[src/rtl/fetch_stage_if.sv]
// Bundle between the fetch stage and its neighbours: instruction-memory port,
// hazard/branch controls coming in, and the IF/ID register going out to decode.
interface fetch_stage_if #(
    parameter int ADDR_W = 10,
    parameter int CNT_W  = 16
);
    logic              stall;
    logic              redirect;
    logic [ADDR_W-1:0] redirect_pc;
    logic [ADDR_W-1:0] imem_addr;
    logic [31:0]       imem_data;
    logic [31:0]       if_id_instr;
    logic [ADDR_W-1:0] if_id_pc4;
    logic              if_id_valid;
    logic [CNT_W-1:0]  fetch_count;

    modport master (
        input  stall, redirect, redirect_pc, imem_data,
        output imem_addr, if_id_instr, if_id_pc4, if_id_valid, fetch_count
    );

    modport slave (
        output stall, redirect, redirect_pc, imem_data,
        input  imem_addr, if_id_instr, if_id_pc4, if_id_valid, fetch_count
    );
endinterface

[src/rtl/fetch_stage.sv]
// MIPS instruction-fetch stage: PC register, instruction-memory addressing and
// the IF/ID pipeline slot with stall (hold) and redirect (flush), plus a debug fetch counter.
module fetch_stage #(
    parameter int ADDR_W   = 10,
    parameter int RESET_PC = 0,
    parameter int CNT_W    = 16
) (
    input  logic          clk,
    input  logic          rst_n,
    fetch_stage_if.master bus
);
    localparam logic [ADDR_W-1:0] RESET_ADDR = ADDR_W'(RESET_PC);
    localparam logic [ADDR_W-1:0] WORD_MASK  = ~ADDR_W'(3);

    logic [ADDR_W-1:0] pc;
    logic [ADDR_W-1:0] pc_plus4;
    logic [31:0]       if_id_instr;
    logic [ADDR_W-1:0] if_id_pc4;
    logic              if_id_valid;
    logic [CNT_W-1:0]  fetch_count;

    // Wraps modulo 2^ADDR_W, so the last word of memory is followed by address 0.
    assign pc_plus4 = pc + ADDR_W'(4);

    // Priority: reset, then redirect (flush + jump), then stall (hold), then normal fetch.
    always_ff @(posedge clk) begin
        if (!rst_n) begin
            pc          <= RESET_ADDR;
            if_id_instr <= 32'h0000_0000;
            if_id_pc4   <= '0;
            if_id_valid <= 1'b0;
            fetch_count <= '0;
        end else if (bus.redirect) begin
            pc          <= bus.redirect_pc & WORD_MASK;
            if_id_instr <= 32'h0000_0000;
            if_id_pc4   <= '0;
            if_id_valid <= 1'b0;
        end else if (!bus.stall) begin
            pc          <= pc_plus4;
            if_id_instr <= bus.imem_data;
            if_id_pc4   <= pc_plus4;
            if_id_valid <= 1'b1;
            if (fetch_count != '1) begin
                fetch_count <= fetch_count + CNT_W'(1);
            end
        end
    end

    assign bus.imem_addr   = pc;
    assign bus.if_id_instr = if_id_instr;
    assign bus.if_id_pc4   = if_id_pc4;
    assign bus.if_id_valid = if_id_valid;
    assign bus.fetch_count = fetch_count;
endmodule

[src/flat_wrapper.sv]
// flat-port wrapper written by rule: the top's interface ports become plain ports
module fetch_stage_flat 
#(
    parameter int ADDR_W   = 10,
    parameter int RESET_PC = 0,
    parameter int CNT_W    = 16
)
  (clk, rst_n, bus_stall, bus_redirect, bus_redirect_pc, bus_imem_data, bus_imem_addr, bus_if_id_instr, bus_if_id_pc4, bus_if_id_valid, bus_fetch_count);
  fetch_stage_if #(.ADDR_W(ADDR_W), .CNT_W(CNT_W)) bus_i ();
  input  logic clk;
  input  logic rst_n;
  input wire logic [$bits(bus_i.stall)-1:0] bus_stall;
  input wire logic [$bits(bus_i.redirect)-1:0] bus_redirect;
  input wire logic [$bits(bus_i.redirect_pc)-1:0] bus_redirect_pc;
  input wire logic [$bits(bus_i.imem_data)-1:0] bus_imem_data;
  output wire logic [$bits(bus_i.imem_addr)-1:0] bus_imem_addr;
  output wire logic [$bits(bus_i.if_id_instr)-1:0] bus_if_id_instr;
  output wire logic [$bits(bus_i.if_id_pc4)-1:0] bus_if_id_pc4;
  output wire logic [$bits(bus_i.if_id_valid)-1:0] bus_if_id_valid;
  output wire logic [$bits(bus_i.fetch_count)-1:0] bus_fetch_count;
  assign bus_i.stall = bus_stall;
  assign bus_i.redirect = bus_redirect;
  assign bus_i.redirect_pc = bus_redirect_pc;
  assign bus_i.imem_data = bus_imem_data;
  assign bus_imem_addr = bus_i.imem_addr;
  assign bus_if_id_instr = bus_i.if_id_instr;
  assign bus_if_id_pc4 = bus_i.if_id_pc4;
  assign bus_if_id_valid = bus_i.if_id_valid;
  assign bus_fetch_count = bus_i.fetch_count;
  fetch_stage #(.ADDR_W(ADDR_W), .RESET_PC(RESET_PC), .CNT_W(CNT_W)) u_core (.clk(clk), .rst_n(rst_n), .bus(bus_i));
endmodule
[config.mk]
export PLATFORM = sky130hd
export DESIGN_NAME = fetch_stage_flat
export DESIGN_NICKNAME = d
export VERILOG_FILES = /design/src/rtl/fetch_stage_if.sv /design/src/rtl/fetch_stage.sv /design/src/flat_wrapper.sv
export SDC_FILE = /design/constraint.sdc
export NUM_CORES = 1
export LEC_CHECK = 0
export ABC_CLOCK_PERIOD_IN_PS = 2500
export CORE_MARGIN = 1.5
export CORE_UTILIZATION = 43
export DETAILED_ROUTE_END_ITERATION = 16
export PLACE_DENSITY = 0.78
export SLEW_MARGIN = 20
export SYNTH_ARGS = -nofsm -noshare
export SYNTH_HDL_FRONTEND = slang
export SYNTH_SLANG_ARGS = --single-unit
export TNS_END_PERCENT = 100
[constraint.sdc]
create_clock -name clk -period 2.5 [get_ports clk]
set_input_delay 0.25 -clock clk [delete_from_list [all_inputs] [get_ports clk]]
set_output_delay 0.25 -clock clk [all_outputs]
set_load 0.02 [all_outputs]
# After elaboration in Yosys (flattened, before gate mapping)

Index checks and enable logic that the tools add are counted.

Flip-flop bits (word level): 69
Latch bits: 0
Bits in writable memories: 0
ROM bits: 0
Bits of input ports: 46
Output and inout port bits: 69
Logic and storage cells: 17
Memories kept: 0

Add/subtract/negate cells: 2
Multiply operators: 0
Divide/modulo/power cells: 0
Order comparisons: 0
Eq/ne operators: 2
Shift operators: 0
Muxes and demuxes: 2
Bitwise gates (word level): 3
Reduce and logical (&&, ||, !) cells: 2

Operator list:

| kind                  | count |
|---|---|
| $mux 10               | 2 |
| $add 16x1->16 const B | 1 |
| $ne 16x16->1 const B  | 1 |
| $add 10x3->10 const B | 1 |
| $not 1->1             | 3 |
| $reduce_and 3->1      | 1 |
| $ne 2x1->1 const B    | 1 |
| $reduce_or 2->1       | 1 |

# Longest topological paths before layout

Depth in word-level cells: 3
Gate-level depth with buffers: 6
Depth with buffers taken out: 5

# Least setup slack after synthesis

Ideal clock, no wire load.

Path kind: flip-flop to flip-flop
From: register u_core.fetch_count[0] (netlist: u_core.bus.fetch_count[0])
To: register u_core.fetch_count[6] (netlist: u_core.bus.fetch_count[6])
Library setup time: 0.132 ns
Arrival time: 1.785 ns
Data required time: 2.368 ns
Setup slack: 0.582 ns
Stages on the path, launching flop included: 6
Buffers on the path: 0
Period minus slack after synthesis: 1.918 ns
Cells stage by stage: dfxtp_1 > ha_1 > nand3_1 > o41ai_4 > or4_1 > a21oi_1

Cells in the longest elaborated chain, start to end: 2
Elaborated cells between the ends (all ways): 3
Those cells by class: add/sub: 1; eq/ne: 1; reduce/logical: 1

RTL lines:

| item                                                  | RTL line          | text |
|---|---|---|
| start, declared                                       | fetch_stage.sv:20 | `logic [CNT_W-1:0] fetch_count;` |
| start signal, assigned                                | fetch_stage.sv:44 | `fetch_count <= fetch_count + CNT_W'(1);` |
| branches (longest 2 deep; another with $add 16x1->16) | n/a               |  |

Several ways; the timed one is not identified.
A chain may end at the register's enable or synchronous reset.

# Worst setup path in the final report

From: register u_core.fetch_count[1] (netlist: u_core.bus.fetch_count[1])
To: register u_core.fetch_count[6] (netlist: u_core.bus.fetch_count[6])

The elaborated chain is that of the path after synthesis.

==> flow_summary.yaml <==
timing:
  finalSetupViolCount: 0
  max_freq_ghz: 0.499
  finClkSkew_ns: 0.00618
  fin_ws_ns: 0.497
  finalSetupTns_ns: 0
  finalCriticalPeriod_ns: 2.00
  timing.final.crit_share_pct: 80.1
  hold_viol_final: 0
  worst_pin_slew_ns: 0.512
  slew_violations: 0
  slew_headroom_pct: 65.8
  rsz0062_at_grt: "false"
die:
  die_area_um2: 6900
  core_um2: 6060
  rows: 28
  dieWidth_um: 83.1
  pin_count: 115
  start_util_pct: 45.5
  die_h_um: 83.1
finish:
  nNetsFinal: 453
  instances_no_fill: 485
  final_util_pct: 67.2
  drive_gt1_share_pct: 6.83
  antennaDiodeCount: 0
  area_delta_synth_final_pct: 47.6
  fill_cells: 491
power:
  vdd_ir_drop_max_mv: 0.436
  p_leak_nw: 1.53
  p_total_w: 0.00220
  p_per_area_nw_per_um2: 541
place:
  dp_cells: 469
  hpwlAfterDp_um: 4890
  gp_congestion: 0.780
  dpl_worst_slack_ns: 0.503
  port-buffer-count: 108
min_path:
  min_path_cells: 2
  hp-start: "bus_stall"
  min_path_type: "primary input to register"
clocking:
  cts.reportedPaths.clkPinSlew_ns: 0.07
  cts-resized-gates: 0
  cts.sinks: 65
  postCtsHoldBufs: 0
  ctsLongestPathBuffers: 2
  h-tree-depth: 3
  cts-root-buf: "clkbuf_8"
  cts_made_buffers: 9
  clkLatencyLatePin_ns: 0.32
  cts_tree: "built"
  cts_setup_buffers: 0
worst_setup_path:
  r2r_cells: 5
  crit_type: "register to register"
  start_kind: "register"
  r2r_start: "u_core.bus.fetch_count[1]$_SDFFE_PN0P_"
  worstSetupStartpoint: "u_core.bus.fetch_count[1]$_SDFFE_PN0P_"
  crit_arrival_ns: 2.21
  worst_setup_path_end_kind: "register"
  cp.required_ns: 2.71
  cp_max_fo: 9
run:
  cap_viol_max_count: 0
status:
  status: "complete, no violations"
grt:
  met1_usage_pct: 23.8
  grt_use_met3_pct: 9.15
  antenna_found_initial: 0
  busiest_layer: "met2"
  grt_util_all_layers_pct: 19.6
  grt_use_met2_pct: 30.8
  grt_pass1_wl_um: 11200
  grt_remaining_overflow: 0
  grt_max_degree: 37
  grt_pass1_vias: 2381
yosys:
  syn_area_per_cell_um2: 9.38
  ys_warn_count: 0
  ys_types: 38
  yosysSeqAreaShare_pct: 47.2
  ys_ff_latch: 65
  syn-cell-area_um2: 2760
  synth_cells: 294
routing:
  wl_um: 6710
  ant_nets: 0
  drt_iter0_markers: 90
  post_drt_via_cell_ratio: 5.13
  wl_per_cell_um: 13.8
  routed-via-count: 2489
  drc: 0
  drt-pass1-iter-count: 4
-- final cells by class --
type | count | area (µm²) | area share [%]
multi-input combinational | 207 | 1350 | 33.1
timing repair buffer | 115 | 1130 | 27.7
tap | 75 | 93.8 | 2.30
inverter | 7 | 26.3 | 0.645
sequential | 65 | 1300 | 32.0
clock buffer | 13 | 159 | 3.90
clock inverter | 3 | 15.0 | 0.369
-- worst paths after layout --
kind / endpoint / slack, ns
hold reg to reg: u_core.bus.if_id_valid$_SDFFE_PP0N_ / 0.46
hold / removal: u_core.bus.if_id_valid$_SDFFE_PP0N_ / 0.41
setup / recovery: u_core.bus.fetch_count[6]$_SDFFE_PN0P_ / 0.50
setup reg to reg: u_core.bus.fetch_count[6]$_SDFFE_PN0P_ / 0.50
-- where the power goes --
group / switching [W] / leakage [nW] / internal [W]
clock network: 0.000373 / 0.0932 / 0.000410
registers: 0.0000279 / 0.530 / 0.00107
logic: 0.000149 / 0.907 / 0.000171
total: 0.000550 / 1.53 / 0.00165
-- cells in the mapped netlist --
| cell | instances | area share, % |
|---|---|---|
| a211oi_1 | 3 | 0.82 |
| a21oi_1 | 18 | 3.3 |
| a311oi_1 | 1 | 0.32 |
| a31oi_1 | 2 | 0.45 |
| and4_1 | 2 | 0.64 |
| and4bb_4 | 1 | 0.59 |
| buf_2 | 3 | 0.54 |
| buf_4 | 4 | 1.1 |
| buf_6 | 1 | 0.41 |
| clkbuf_1 | 10 | 1.4 |
| conb_1 | 1 | 0.14 |
| dfxtp_1 | 65 | 47 |
| ha_1 | 2 | 0.91 |
| inv_1 | 7 | 0.95 |
| mux2i_1 | 38 | 14 |
| nand2_1 | 11 | 1.5 |
| nand2b_1 | 3 | 0.68 |
| nand3_1 | 10 | 1.8 |
| nand3_4 | 1 | 0.64 |
| nand4_1 | 4 | 0.91 |
| nand4_2 | 1 | 0.45 |
| nor2_1 | 49 | 6.7 |
| nor3_1 | 4 | 0.73 |
| nor4_1 | 2 | 0.45 |
| nor4_2 | 1 | 0.45 |
| o2111ai_1 | 1 | 0.32 |
| o211ai_1 | 1 | 0.27 |
| o21a_1 | 1 | 0.27 |
| o21ai_0 | 16 | 2.9 |
| o21ba_2 | 1 | 0.36 |
| o311ai_0 | 1 | 0.32 |
| o31ai_1 | 4 | 1.1 |
| o41ai_1 | 2 | 0.64 |
| o41ai_4 | 1 | 1.0 |
| or3_1 | 8 | 1.8 |
| or4_1 | 4 | 1.1 |
| xnor2_1 | 7 | 2.2 |
| xor2_1 | 3 | 0.95 |
-- through the flow --
step / area, µm² / hold slack, ns
2_1_floorplan: 2770 / 0.380
3_3_place_gp: 3900 / 0.436
3_5_place_dp: 3900 / 0.452
4_1_cts: 4070 / 0.392
5_1_grt: 4070 / 0.424
6_report: 4070 / 0.412
-- sequential cells by signal (all words and copies together), names as in the netlist --
name,count
u_core.bus.if_id_instr,32
u_core.bus.fetch_count,16
u_core.bus.if_id_pc4,8
u_core.bus.imem_addr,8
u_core.bus.if_id_valid,1
-- routing by layer --
| layer | up-vias | part of all wire, % |
|---|---|---|
| met3 | 6 | 11 |
| met2 | 97 | 44 |
| met5 | - | 0 |
| li1 | 1254 | - |
| met4 | 0 | 0.92 |
| met1 | 1132 | 43 |
-- kinds of logic (layout without fill, tap and decap cells) --
logic type      Yosys count  count (layout)  share of synthesized area [%]
compound gates           52              52                           12.0
xor+xnor                 10              10                           3.18
fa+ha+maj                 2               2                          0.907
buf+inv                  25             138                           4.36
flops                    65              65                           47.2
mux                      38              38                           13.8
other cells               1               4                          0.136
simple gates            101             101                           18.4
-- placed cells by master, fill, tap and decap left out, types with 7 or more instances in the layout --
| cell type | n |
|---|---|
| mux2i_1 | 38 |
| buf_4 | 7 |
| or3_1 | 8 |
| dfxtp_1 | 65 |
| nand3_1 | 10 |
| inv_1 | 7 |
| o21ai_0 | 16 |
| a21oi_1 | 18 |
| clkbuf_8 | 11 |
| nand2_1 | 11 |
| xnor2_1 | 7 |
| nor2_1 | 49 |
| clkdlybuf4s50_1 | 107 |
-- worst max-delay path: stages (launching register included) --
cell	delay [ns]
dfxtp_1	0.45
ha_1	0.32
nand3_1	0.28
o41ai_4	0.59
or4_1	0.19
a21oi_1	0.06
No activity file was read; power rests on OpenSTA's default activity.
